===== src/rtl/sm3_expnd_core.sv =====
// rtl/sm3_expnd_core.sv - SM3 message expansion, double-buffered block load, optional output slice (SM3_EXPND_OTPT_REG_EN)
module sm3_expnd_core #(
    parameter int INPT_DW = 32
) (
    input  logic               clk,
    input  logic               rst_n,
    input  logic [INPT_DW-1:0] pad_inpt_d_i,
    input  logic               pad_inpt_vld_i,
    input  logic               pad_inpt_lst_i,
    output logic               pad_inpt_rdy_o,
    output logic [31:0]        expnd_otpt_wj_o,
    output logic [31:0]        expnd_otpt_wjj_o,
    output logic [5:0]         expnd_otpt_idx_o,
    output logic               expnd_otpt_vld_o,
    input  logic               expnd_otpt_rdy_i,
    output logic               expnd_otpt_msg_lst_o,
    output logic               err_ovf_o
);
    localparam int WN = INPT_DW / 32;

    typedef enum logic {S_IDLE, S_EXPND} state_t;
    state_t state, state_nxt;

    logic [31:0] ld_buf [16];
    logic [4:0]  ld_cnt;
    logic        ld_full;
    logic        ld_lst;
    logic [31:0] win [16];
    logic [5:0]  win_idx;
    logic        win_lst;
    logic        win_vld;
    logic        win_adv;
    logic        win_last_adv;
    logic        eng_busy;
    logic        xfer;
    logic [31:0] win_new;

    function automatic logic [31:0] rotl(input logic [31:0] x, input int unsigned n);
        return (x << n) | (x >> (32 - n));
    endfunction

    function automatic logic [31:0] p1(input logic [31:0] x);
        return x ^ rotl(x, 15) ^ rotl(x, 23);
    endfunction

    assign win_vld      = (state == S_EXPND);
    assign win_last_adv = win_adv && (win_idx == 6'd63);
    // The engine counts as free during its final advance so the next block can slide in without a bubble
    assign eng_busy     = win_vld && !win_last_adv;
    assign ld_full      = ld_cnt[4];
    assign xfer         = ld_full && !eng_busy;
    // Drop ready one beat early while busy: the padding core always has one beat in flight
    assign pad_inpt_rdy_o = !ld_full && ((ld_cnt < 5'(16 - WN)) || !eng_busy);
    assign win_new = p1(win[0] ^ win[7] ^ rotl(win[13], 15)) ^ rotl(win[3], 7) ^ win[10];

`ifdef SM3_EXPND_OTPT_REG_EN
    logic        sl_vld;
    logic [31:0] sl_wj;
    logic [31:0] sl_wjj;
    logic [5:0]  sl_idx;
    logic        sl_lst;

    assign win_adv = win_vld && (!sl_vld || expnd_otpt_rdy_i);

    // Output slice: refilled from the window whenever it is empty or being drained
    always_ff @(posedge clk or negedge rst_n) begin
        if (!rst_n) begin
            sl_vld <= 1'b0;
            sl_wj  <= '0;
            sl_wjj <= '0;
            sl_idx <= '0;
            sl_lst <= 1'b0;
        end else if (win_adv) begin
            sl_vld <= 1'b1;
            sl_wj  <= win[0];
            sl_wjj <= win[0] ^ win[4];
            sl_idx <= win_idx;
            sl_lst <= win_lst;
        end else if (expnd_otpt_rdy_i) begin
            sl_vld <= 1'b0;
        end
    end

    assign expnd_otpt_vld_o     = sl_vld;
    assign expnd_otpt_wj_o      = sl_wj;
    assign expnd_otpt_wjj_o     = sl_wjj;
    assign expnd_otpt_idx_o     = sl_idx;
    assign expnd_otpt_msg_lst_o = sl_lst;
`else
    assign win_adv = win_vld && expnd_otpt_rdy_i;

    assign expnd_otpt_vld_o     = win_vld;
    assign expnd_otpt_wj_o      = win[0];
    assign expnd_otpt_wjj_o     = win[0] ^ win[4];
    assign expnd_otpt_idx_o     = win_idx;
    assign expnd_otpt_msg_lst_o = win_lst;
`endif

    // Load buffer: accept WN words per valid beat until full; a beat arriving while full is dropped and flagged
    always_ff @(posedge clk or negedge rst_n) begin
        if (!rst_n) begin
            ld_cnt    <= '0;
            ld_lst    <= 1'b0;
            err_ovf_o <= 1'b0;
            for (int i = 0; i < 16; i++) ld_buf[i] <= '0;
        end else begin
            if (pad_inpt_vld_i && ld_full) err_ovf_o <= 1'b1;
            if (xfer) begin
                ld_cnt <= '0;
            end else if (pad_inpt_vld_i && !ld_full) begin
                for (int k = 0; k < WN; k++)
                    ld_buf[ld_cnt[3:0] + 4'(k)] <= pad_inpt_d_i[INPT_DW-1-32*k -: 32];
                ld_cnt <= ld_cnt + 5'(WN);
                ld_lst <= pad_inpt_lst_i;
            end
        end
    end

    // Expansion window: load a whole block on transfer, otherwise shift in W_(j+16) on each advance
    always_ff @(posedge clk or negedge rst_n) begin
        if (!rst_n) begin
            win_idx <= '0;
            win_lst <= 1'b0;
            for (int i = 0; i < 16; i++) win[i] <= '0;
        end else if (xfer) begin
            win_idx <= '0;
            win_lst <= ld_lst;
            for (int i = 0; i < 16; i++) win[i] <= ld_buf[i];
        end else if (win_adv) begin
            win_idx <= win_idx + 6'd1;
            for (int i = 0; i < 15; i++) win[i] <= win[i + 1];
            win[15] <= win_new;
        end
    end

    // Engine state register
    always_ff @(posedge clk or negedge rst_n) begin
        if (!rst_n) state <= S_IDLE;
        else        state <= state_nxt;
    end

    // Engine next state: start on transfer, finish after round 63 unless another block follows directly
    always_comb begin
        state_nxt = state;
        case (state)
            S_IDLE:  if (xfer) state_nxt = S_EXPND;
            S_EXPND: if (win_last_adv && !xfer) state_nxt = S_IDLE;
            default: state_nxt = S_IDLE;
        endcase
    end
endmodule

===== config.mk =====
export PLATFORM = sky130hd
export DESIGN_NAME = sm3_expnd_core
export DESIGN_NICKNAME = d
export VERILOG_FILES = /design/src/rtl/sm3_expnd_core.sv
export SDC_FILE = /design/constraint.sdc
export NUM_CORES = 2
export LEC_CHECK = 0
export CAP_MARGIN = 20
export CORE_MARGIN = 10
export CORE_UTILIZATION = 55
export DETAILED_ROUTE_END_ITERATION = 6
export PLACE_DENSITY = 0.72
export SKIP_LAST_GASP = 1
export SLEW_MARGIN = 40
export SYNTH_ARGS = -nofsm -noshare
export SYNTH_HDL_FRONTEND = slang
export SYNTH_SLANG_ARGS = --single-unit

===== constraint.sdc =====
create_clock -name clk -period 2.55 [get_ports clk]
set_input_delay 0.255 -clock clk [delete_from_list [all_inputs] [get_ports clk]]
set_output_delay 0.255 -clock clk [all_outputs]
set_load 0.005 [all_outputs]

Word-level counts from Yosys, hierarchy flattened
Index checks and enable logic that the tools add are counted.
{"block": "totals", "in_bits": 37, "regBits": 1039}
{"block": "op_classes", "n_mux": 12, "n_addsub": 2, "n_lt_le_gt_ge": 3, "n_bitwise": 14, "n_eq_ne": 1, "n_reduce_logical": 17}
{"operator": "two-way mux 512 bit", "count": 2}
{"operator": "bitwise mux 512 bit", "count": 1}
{"operator": "XOR 32 bit", "count": 7}
{"operator": "demux 32 bit (select 4 bit)", "count": 1}
{"operator": "OR 32 x 15 -> 32 bit", "count": 2}
{"operator": "two-way mux 32 bit", "count": 1}
{"operator": "OR 32 x 23 -> 32 bit", "count": 1}
{"operator": "OR 32 x 7 -> 32 bit", "count": 1}
{"operator": "two-way mux 6 bit", "count": 2}
{"operator": "two-way mux 5 bit", "count": 2}
{"operator": "logical AND 1 bit", "count": 9}
{"operator": "adder 6 x 1 -> 6 bit, second input constant", "count": 1}
{"operator": "equality test 6 bit, second input constant", "count": 1}
{"operator": "adder 5 x 1 -> 5 bit, second input constant", "count": 1}
{"operator": "greater-or-equal comparator 5 bit, second input constant", "count": 1}
{"operator": "< comparator 5 x 1 -> 1 bit, second input constant", "count": 1}
{"operator": "< comparator 5 x 4 -> 1 bit, second input constant", "count": 1}
{"operator": "inverter 4 -> 5 bit", "count": 1}
{"operator": "logical NOT 1 bit", "count": 4}
{"operator": "nonzero test 2 bit", "count": 2}
{"operator": "two-way mux 1 bit", "count": 2}
{"operator": "inverter 1 bit", "count": 2}
{"operator": "one-hot mux 1 bit (2 select lines)", "count": 1}
{"operator": "AND reduction 2 bit", "count": 1}
{"operator": "logical OR 1 bit", "count": 1}

Longest topological paths before layout
{"block": "logic_depth", "word_depth": 10, "mapped_depth": 9, "mapped_depth_nobuf": 5}

Least setup slack after synthesis
Ideal clock, no wire load.
{"block": "synth_path", "path_kind": "reg-to-reg", "start": "register win_idx[0] (netlist: expnd_otpt_idx_o[0])", "end": "register win (netlist bit expnd_otpt_wj_o[0])", "stages_incl_launch_ff": 10, "slack_ps": 728, "arrival_ps": 1699, "setup_time_ps": 123, "synth_period_minus_slack_ps": 1822, "cell_sequence": "dfrtp_1 > ha_1 > nand4_2 > o21a_1 > buf_2 > nor2_2 > buf_4 > buf_6 > buf_6 > a21oi_1"}
{"block": "synth_via", "elab_chain_len": 7, "word_cells_on_any_way": 8, "cone_classes": "eq/ne (1); mux (1); reduce/logical (6)"}
{"element": "start, declared", "line_no": "29", "source": "logic [5:0] win_idx;"}
{"element": "start signal, assigned", "line_no": "130", "source": "win_idx <= win_idx + 6'd1;"}
{"element": "equality test 6 bit *", "line_no": "47", "source": "assign win_last_adv = win_adv && (win_idx == 6'd63);"}
{"element": "logical AND 1 bit *", "line_no": "47"}
{"element": "logical NOT 1 bit *", "line_no": "49", "source": "assign eng_busy = win_vld && !win_last_adv;"}
{"element": "logical AND 1 bit *", "line_no": "49"}
{"element": "logical NOT 1 bit *", "line_no": "51", "source": "assign xfer = ld_full && !eng_busy;"}
{"element": "logical AND 1 bit *", "line_no": "51"}
{"element": "two-way mux 512 bit or nonzero test 2 bit (tied branches)"}
{"element": "end, declared", "line_no": "28", "source": "logic [31:0] win [16];"}
Every way passes the cells marked *; elsewhere a longest branch is shown, timed or not.
A chain may end at the register's enable or synchronous reset.

Final worst setup path
{"block": "layout_path", "start": "register win (netlist bit expnd_otpt_wj_o[6])", "end": "output expnd_otpt_wjj_o[6]"}
{"block": "layout_via", "elab_chain_len": 1}
{"element": "XOR 32 bit", "line_no": "94", "source": "assign expnd_otpt_wjj_o = win[0] ^ win[4];"}
{"element": "end, declared", "line_no": "12", "source": "output logic [31:0] expnd_otpt_wjj_o,"}
Every way passes these cells.

==> results.md <==
* CP arrival at about 2.2 ns
* Post-synth top area share at 59.4%
* Placer Congestion at 0.902
* DR vias/cell at a little over 6
* Die area at 91,300 µm²
* Fmax at ~400 MHz
* Grt total ovfl at 0
* Xor and xnor area share after synthesis at 4.95%
* First-pass GRT wire length at 184,000 µm
* Worst EP required at 2.30 ns
* Num CTS Buffers at between 100 and 150
* # fillers at 5,928
* Largest net degree at the start of global routing at 133
* Post-synth ARST share at 100%
* HPWL after DPL at 76,100 µm
* Vias in the first global route at about 30,000
* Post-synth top flop: dfrtp_1
* Core box area at 79,000 µm²
* Layout area overhead at 14.3%
* CTS clk-pin slew, worst paths at ~0.060 ns
* Setup_tns at 0 ns
* Post-synthesis adder-cell area fraction at less than 1%
* Total track usage at 26.4%
* Status: finished, final reports clean
* Vias at just under 30,000
* Max Cap Viol at 0
* Proportion of layout cells with a drive suffix above 1 at around a fifth
* CP Max Fanout at 4
* DIE WIDTH at around 300 µm
* Post-synth top area cell: dfrtp_1
* Final core utilization at 63.3%
* Die H at 302 µm
* Seq/Total Area, Yosys at 59.4%
* Worst hold path class: primary input to asynchronous set/reset pin
* Final WL at between 100,000 and 150,000 µm
* RSZ-0062 raised after global routing: no
* Final net count at about 3,700
* Post-Syn Nets at 3,701
* Storage element area at around 26,000 µm²
* I/O Buffers at 110
* Initial core utilization at 55.4%
* Post-route ant nets at 0
* Max Slew Vio Count at 0
* Main combinational cell family by area after synthesis: multiplexers
* Initial antenna violation count at 9
* Setup violations, final at 0
* Worst-margin pin slew at 0.906 ns
* EDFF count, synth at 0
* FP Rows at 103
* Rel. slew slack at roughly two fifths
* Met2 Usage GRT at 41.5%
* Area contributors post-synth: dfrtp_1 59%, mux2_2 11%, o22ai_1 6.9%
* Maximum root-to-sink buffer count at 3
* Mux cell area share after synthesis at about an eighth
* I/O pin cnt at 111
* Clk Latency, worst-skew pair at 0.68 ns
* GRT Max-Usage Layer: met2
* Yosys Warn Count at 0
* Total Power at 71.4 mW
* Tcrit/Tclk final at 97.6%
* Routed wire per std cell at roughly 25 µm
* Met3 Use GR at 6.86%
* Setup CP Type: register to output pin
* M1 GR Usage at 35.2%
* Clock Sinks at 1,039
* CTS tree: built
* Iter 0 DRT Violations at 2,693
* TritonRoute pass-1 iters at 6
* Worst setup EP type: output pin
* Post-synthesis simple-gate area fraction at 3.43%
* Post-synthesis cell type count at 38
* Crit start category: register
* Leakage power at 21.5 nW
* Post-Synthesis Cells at 3,659
* Syn avg cell area at between 10 and 15 µm²
* Area of the multi-input gates at 14,800 µm²
* Pwr/cell area at 1430 nW/µm²
* Post-DP Area at 46,200 µm²
* Residual DRC at 0
* Root buf cell: clkbuf_16
* Final instance area at 50,000 µm²
* Htree depth at 3
* Mapped Area at approximately 44,000 µm²
* Final hold violation count at 0
* FF+latch count, synth at 1,039
* Post-layout min period at 2.49 ns
* VDD IR-drop max at 834 µV
* Complex-gate fraction of the synthesized area at about an eighth
* Clock skew at about 0.031 ns
where the power goes:
group	switching, mW	internal (mW)	leakage, nW
Sequential	5.84	23.9	12.0
Combinational	12.9	12.5	7.67
Clock	6.52	9.73	1.84
critical path: stages (launching register included):
cell and delay, ns:
dfrtp_1 0.63, xor2_2 0.36, clkdlybuf4s50_1 0.58
flip-flops by register name (all words and copies together) (netlist names):
register	count
err_ovf_o	1
expnd_otpt_msg_lst_o	1
ld_cnt	5
expnd_otpt_wj_o	32
ld_buf	512
win	480
ld_lst	1
expnd_otpt_idx_o	6
expnd_otpt_vld_o	1
placed cells by master, fill, tap and decap left out, types with 6 or more instances in the layout:
master / instances
a21oi_1: 354
a221oi_1: 31
buf_12: 65
buf_4: 38
bufinv_16: 10
clkbuf_1: 18
clkbuf_16: 108
clkbuf_8: 33
clkdlybuf4s50_1: 105
clkinv_2: 19
dfrtp_1: 1039
inv_1: 387
mux2_1: 69
mux2_2: 444
nand2_1: 18
nor2_1: 164
nor2_4: 13
nor3_1: 129
o22ai_1: 481
xnor2_1: 66
xnor3_1: 32
xor2_1: 93
xor2_2: 6
logic make-up after synthesis:
family	count (synthesis)
buffers and inverters	687
DFF	1039
xor gates and xnor gates	197
AOI/OAI and AO/OA	879
muxes	514
adders and majority gates	5
and+or+nand+nor	338
metal layers:
layer | routed length, µm | vias up | share of wire (%)
met5 | 56 | - | 0.047
met4 | 4470 | 10 | 3.7
met3 | 10500 | 232 | 8.8
met2 | 56200 | 1070 | 47
met1 | 49100 | 15217 | 41
li1 | - | 12784 | -
cells in the mapped netlist, drive strengths merged (2+ instances only):
cell,instances
a21o,2
a21oi,354
a221oi,31
buf,192
clkbuf,107
dfrtp,1039
ha,5
inv,388
mux2,514
nand2,18
nand2b,3
nand3,4
nand4,3
nor2,177
nor3,129
o211ai,2
o21ai,4
o22ai,481
o31ai,2
xnor2,66
xnor3,32
xor2,99
timing repair:
item                       CTS  global route
resized for setup            7             2
hold buffers                 1             0
buffers inserted             1             0
setup endpoints to repair    5             2
hold endpoints to repair   302             0
layout make-up:
cell class | count | share of cell area, %
clock inverters | 36 | 0.981
flip-flops and latches | 1039 | 52.0
multi-input cells | 1933 | 29.7
inverters | 388 | 2.92
clock buffers | 159 | 6.45
repair buffers | 214 | 5.37
well taps | 1050 | 2.63
diodes | 1 | 0.00500
worst paths after layout:
kind / startpoint / depth (start not counted) / endpoint / slack, ns
setup / recovery: expnd_otpt_wj_o[6] / 2 / expnd_otpt_wjj_o[6] / 0.06
hold / removal: rst_n / 2 / win[124] / 0.11
setup reg to reg: ld_cnt[4] / 5 / ld_buf[268] / 0.38
hold reg to reg: ld_buf[349] / 1 / ld_buf[349] / 0.48
max in group asynchronous: rst_n / 4 / ld_buf[427] / 1.35
min in group clk: pad_inpt_d_i[20] / 2 / ld_buf[20] / 0.21
through the flow:
stage,hold WS (ns),instances,worst slack (ns)
detailed placement,0.177,4622,0.168
global placement,0.180,4622,0.173
finish,0.108,4820,0.0609
CTS,0.0995,4819,0.00368
floorplan,-0.0406,3659,0.728
global route,0.128,4819,0.00822
No activity file was read; power rests on OpenSTA's default activity.
